===== config.mk =====
export PLATFORM = sky130hd
export DESIGN_NAME = nes_joypad_port
export DESIGN_NICKNAME = d
export VERILOG_FILES = /design/src/rtl/nes_io_pkg.sv /design/src/rtl/nes_pad_poller.sv /design/src/rtl/nes_joypad_port.sv
export SDC_FILE = /design/constraint.sdc
export NUM_CORES = 1
export LEC_CHECK = 0
export BUFFER_PORTS_ARGS = -buffer_cell sky130_fd_sc_hd__buf_2
export CORE_MARGIN = 8
export CORE_UTILIZATION = 30
export CTS_CLUSTER_DIAMETER = 60
export DETAILED_ROUTE_END_ITERATION = 10
export SLEW_MARGIN = 20
export SYNTH_ARGS = -nofsm -noshare
export SYNTH_HDL_FRONTEND = slang
export SYNTH_SLANG_ARGS = --single-unit

===== constraint.sdc =====
create_clock -name clk -period 4.4 [get_ports clk]
set_clock_uncertainty 0.1 [all_clocks]
set_input_delay 0 -clock clk [delete_from_list [all_inputs] [get_ports clk]]
set_output_delay 0 -clock clk [all_outputs]
set_load 0.01 [all_outputs]

===== src/rtl/nes_io_pkg.sv =====
// nes_io_pkg: shared addresses, button bit indices and poller states for the NES controller port.
package nes_io_pkg;
    localparam logic [15:0] JOY1_ADDR = 16'h4016;
    localparam logic [15:0] JOY2_ADDR = 16'h4017;
    localparam int BTN_A      = 0;
    localparam int BTN_B      = 1;
    localparam int BTN_SELECT = 2;
    localparam int BTN_START  = 3;
    localparam int BTN_UP     = 4;
    localparam int BTN_DOWN   = 5;
    localparam int BTN_LEFT   = 6;
    localparam int BTN_RIGHT  = 7;
    typedef enum logic [2:0] {IDLE, LATCH, SHIFT_LO, SHIFT_HI, COMMIT, WAIT} poll_state_t;
endpackage


===== src/rtl/nes_pad_poller.sv =====
// nes_pad_poller: polls two NES pads over latch/clock/data and keeps an atomic byte snapshot per pad.
// Ports: clk, reset (sync, active-high); pad_data[1:0] serial in (active-low);
//        pad_latch, pad_clk serial control out; snap1/snap2 pressed-button bytes (1 = pressed).
module nes_pad_poller
    import nes_io_pkg::*;
#(
    parameter int          CLK_DIV     = 96,
    parameter logic [15:0] POLL_CYCLES = 16'd20000
) (
    input  logic       clk,
    input  logic       reset,
    input  logic [1:0] pad_data,
    output logic       pad_latch,
    output logic       pad_clk,
    output logic [7:0] snap1,
    output logic [7:0] snap2
);
    poll_state_t state, state_nxt;
    logic [15:0] cnt, lim;
    logic [2:0]  bit_idx;
    logic [1:0]  s0, s1;
    logic [7:0]  b1, b2;
    logic        done, sample;

    always_comb begin
        lim = state == LATCH ? 16'(2 * CLK_DIV) :
              (state == SHIFT_LO || state == SHIFT_HI) ? 16'(CLK_DIV) :
              state == WAIT ? POLL_CYCLES : 16'd1;
        done = (cnt + 16'd1) >= lim;
        // pad_clk rises on the edge that ends SHIFT_LO, which is also the sampling edge
        sample = (state == LATCH || state == SHIFT_LO) && done;
        pad_latch = state == LATCH;
        pad_clk = state != SHIFT_LO;
        state_nxt = state;
        case (state)
            IDLE:     state_nxt = LATCH;
            LATCH:    state_nxt = done ? SHIFT_LO : LATCH;
            SHIFT_LO: state_nxt = done ? SHIFT_HI : SHIFT_LO;
            SHIFT_HI: state_nxt = done ? (bit_idx == 3'd7 ? COMMIT : SHIFT_LO) : SHIFT_HI;
            COMMIT:   state_nxt = WAIT;
            WAIT:     state_nxt = done ? IDLE : WAIT;
            default:  state_nxt = IDLE;
        endcase
    end

    always_ff @(posedge clk) begin
        if (reset) begin
            state   <= IDLE;
            cnt     <= '0;
            bit_idx <= '0;
            s0      <= 2'b11;
            s1      <= 2'b11;
            b1      <= '0;
            b2      <= '0;
            snap1   <= '0;
            snap2   <= '0;
        end else begin
            state   <= state_nxt;
            cnt     <= state_nxt != state ? 16'd0 : cnt + 16'd1;
            s0      <= pad_data;
            s1      <= s0;
            bit_idx <= state == LATCH ? 3'd1 : (state == SHIFT_HI && done) ? bit_idx + 3'd1 : bit_idx;
            // bits enter at the MSB so the first one (A) ends up in bit 0 after eight samples
            if (sample) begin
                b1 <= {~s1[0], b1[7:1]};
                b2 <= {~s1[1], b2[7:1]};
            end
            if (state == COMMIT) begin
                snap1 <= b1;
                snap2 <= b2;
            end
        end
    end
endmodule


===== src/rtl/nes_joypad_port.sv =====
// nes_joypad_port: CPU-bus responder for $4016/$4017 returning serial controller data like the console.
// Ports: clk, reset (sync, active-high); ce, addr, wdata, mr, mw CPU bus in;
//        rdata/rdata_en to the CPU data mux; pad_latch, pad_clk, pad_data to the two pads.
module nes_joypad_port
    import nes_io_pkg::*;
#(
    parameter int          CLK_DIV     = 96,
    parameter logic [15:0] POLL_CYCLES = 16'd20000,
    parameter logic [15:0] BASE        = JOY1_ADDR
) (
    input  logic        clk,
    input  logic        reset,
    input  logic        ce,
    input  logic [15:0] addr,
    input  logic [7:0]  wdata,
    input  logic        mr,
    input  logic        mw,
    output logic [7:0]  rdata,
    output logic        rdata_en,
    output logic        pad_latch,
    output logic        pad_clk,
    input  logic [1:0]  pad_data
);
    logic [7:0] snap1, snap2, shift1, shift2;
    logic       strobe, sel1, sel2, rd;

    assign sel1 = addr == BASE;
    assign sel2 = addr == BASE + 16'd1;
    assign rd   = mr & (sel1 | sel2);

    nes_pad_poller #(.CLK_DIV(CLK_DIV), .POLL_CYCLES(POLL_CYCLES)) u_poll (
        .clk(clk), .reset(reset), .pad_data(pad_data),
        .pad_latch(pad_latch), .pad_clk(pad_clk), .snap1(snap1), .snap2(snap2)
    );

    always_ff @(posedge clk) begin
        if (reset) begin
            rdata    <= '0;
            rdata_en <= 1'b0;
            strobe   <= 1'b0;
            shift1   <= '0;
            shift2   <= '0;
        end else if (ce) begin
            rdata_en <= rd;
            // bit 6 reflects open-bus residue of the upper address byte
            if (rd)
                rdata <= 8'h40 | {7'b0, sel1 ? shift1[BTN_A] : shift2[BTN_A]};
            if (mw && sel1)
                strobe <= wdata[0];
            shift1 <= strobe ? snap1 : (rd && sel1) ? {1'b1, shift1[7:1]} : shift1;
            shift2 <= strobe ? snap2 : (rd && sel2) ? {1'b1, shift2[7:1]} : shift2;
        end
    end
endmodule


==> impl_metrics.json <==
{
  "clkLatencyLatePin_ns": 0.33,
  "cp-end-kind": "flip-flop",
  "dp_cells": 540,
  "synth.distinct_cells": 49,
  "synth_ff_type": "dfxtp_1",
  "place_area_um2": 3730,
  "totalWireLength_um": 6700,
  "relSlewSlack_pct": 42.6,
  "final_cell_mix": "dfxtp_1, nor2_1, nand2_1, mux2i_1, buf_2",
  "cts-resized-gates": 0,
  "hold_class": "primary input to flip-flop",
  "status": "complete, no violations",
  "crit_type": "flip-flop to flip-flop",
  "antenna_found_initial": 0,
  "clock-root-buffer": "clkbuf_16",
  "cp_max_fo": 13,
  "slew_viol_final": 0,
  "drc": 0,
  "drive_gt1_share_pct": 17.4,
  "die_w_um": 124,
  "grt_max_degree": 65,
  "final_area_um2": 4110,
  "grt_pass1_vias": 2627,
  "dp_hpwl_um": 4560,
  "netlist_area_um2": 3490,
  "period_minus_slack_ns": 3.48,
  "hold_viol": 0,
  "fill_cells": 1186,
  "post_drt_wl_per_cell_um": 11.9,
  "ir_drop_mv": 0.230,
  "clkTransAtPathRegs_ns": 0.06,
  "total_power_mw": 1.63,
  "fin_nets": 456,
  "core_um2": 11400,
  "diodes": 0,
  "max_freq_mhz": 287,
  "worst_slew_pin_slew_ns": 0.859,
  "io_pins": 42,
  "seq_area_frac_synth_pct": 44.7,
  "leakage_nw": 1.60,
  "final_cells": 562,
  "arrival_ns": 3.66,
  "gr-usage-all-layers_pct": 9.24,
  "grt_pass1_wl_um": 11600,
  "globalplace.congestion": 0.762,
  "layout_commonest_cell": "dfxtp_1",
  "rows": 39,
  "dr.pass1.iters": 5,
  "synth_warnings": 0,
  "grt_overflow": 0,
  "area_delta_synth_final_pct": 17.7,
  "p_per_area_nw_per_um2": 398,
  "syn_area_per_cell_um2": 9.05,
  "synth-edff-count": 0,
  "syn_inst": 386,
  "die_y_um": 124,
  "ys_ff_latch": 78,
  "rsz0062_at_grt": "false",
  "numPortBuffers": 28,
  "vias_per_cell": 4.71,
  "clock_sinks": 78,
  "setup_viol": 0,
  "die-area_um2": 15400,
  "drv_cap": 0,
  "num_vias": 2647,
  "cts_buffer_depth": 2,
  "initial_core_util_pct": 30.6,
  "antenna_left": 0,
  "required_ns": 4.58,
  "finalCritPeriodShare_pct": 79.1,
  "htreeDepth": 3,
  "fin_setup_tns_ns": 0,
  "cts-buffers-inserted": 9,
  "crit_path_start_kind": "flip-flop",
  "cts_tree": "built",
  "drtIter0Drc": 103,
  "async_flop_share_pct": 0
}
Yosys cell counts, types with 5 or more instances:
| master | number | share of area [%] |
|---|---|---|
| nor3_1 | 5 | 0.72 |
| xor2_1 | 5 | 1.3 |
| inv_1 | 9 | 0.97 |
| buf_4 | 8 | 1.7 |
| clkbuf_1 | 15 | 1.6 |
| mux2i_1 | 32 | 9.2 |
| nand3_1 | 9 | 1.3 |
| mux2_2 | 6 | 1.9 |
| dfxtp_1 | 78 | 45 |
| xnor2_1 | 7 | 1.8 |
| a211oi_1 | 11 | 2.4 |
| nand4_1 | 9 | 1.6 |
| a21oi_1 | 24 | 3.4 |
| nor2b_2 | 5 | 1.3 |
| ha_1 | 11 | 3.9 |
| nor2_1 | 50 | 5.4 |
| or2_2 | 6 | 1.1 |
| nand2_1 | 48 | 5.2 |
worst max-delay path, cell delays in order (launching register included):
cell	delay (ns)
dfxtp_1	0.41
ha_1	0.24
and4_2	0.29
nand3_1	0.13
xnor2_1	0.21
ha_1	0.29
a21o_1	0.18
a21oi_1	0.15
o2111ai_1	0.12
a21oi_1	0.25
a21boi_1	0.22
or4_4	0.59
and2b_2	0.25
timing repair:
action                    in CTS  in global routing
hold endpoints to repair       6                  0
buffers inserted               0                  0
hold buffers                   6                  0
cell families after synthesis:
logic type                 synth area share (%)
other                                     0.107
muxes                                      11.1
AOI/OAI and AO/OA                          9.67
adders and majority gates                  3.94
xor gates and xnor gates                   3.01
DFF                                        44.7
buffers and inverters                      4.73
and+or+nand+nor                            22.8
power breakdown:
part | internal (mW) | switching (mW) | total [mW]
clock network | 0.502 | 0.294 | 0.796
registers | 0.717 | 0.0109 | 0.728
logic | 0.0468 | 0.0644 | 0.111
total | 1.27 | 0.369 | 1.63
path summary, 6_finish.rpt:
check                  end  slack (ns)  cells past startpoint          start
max reg2reg  u_poll.cnt[2]        0.92                     12  u_poll.cnt[0]
max          u_poll.cnt[2]        0.92                     12  u_poll.cnt[0]
min               rdata[0]       0.009                      4        addr[0]
min reg2reg   u_poll.b2[7]        0.31                      1   u_poll.s1[1]
flip-flops by register name, indices dropped and copies added (netlist names):
signal and count:
rdata 2, u_poll.snap1 8, u_poll.cnt 16, u_poll.b1 8
rdata_en 1, u_poll.s1 2, u_poll.s0 2, u_poll.b2 8
u_poll.snap2 8, u_poll.state 3, shift2 8, u_poll.bit_idx 3
strobe 1, shift1 8
routing by layer:
layer | track usage (%) | vias up | wire length [um]
li1 | - | 1381 | -
met1 | 11.1 | 1214 | 3230
met2 | 15.7 | 44 | 3020
met3 | 2.18 | 8 | 347
met4 | 3.79 | 0 | 103
met5 | 0 | - | 0
cell type report:
class / instances / area, um2 / share of cell area, %
Inverter: 9 / 33.8 / 0.822
Sequential cell: 78 / 1560 / 38.0
Tap cell: 143 / 179 / 4.35
Multi-Input combinational cell: 280 / 1800 / 43.8
Clock inverter: 6 / 93.8 / 2.28
Clock buffer: 10 / 229 / 5.57
Timing Repair Buffer: 36 / 215 / 5.23
metrics by stage:
| step | setup slack (ns) | hold WS (ns) | util (%) |
|---|---|---|---|
| final | 0.920 | 0.00859 | 36.0 |
| after global routing | 0.700 | 0.0299 | 36.0 |
| after CTS | 0.928 | 0.00593 | 36.0 |
| after detailed placement | 0.954 | 0.0866 | 32.6 |
| after global placement | 1.02 | 0.0838 | 32.6 |
| after floorplan | 1.48 | 0.00381 | - |
No activity file was read; power rests on OpenSTA's default activity.
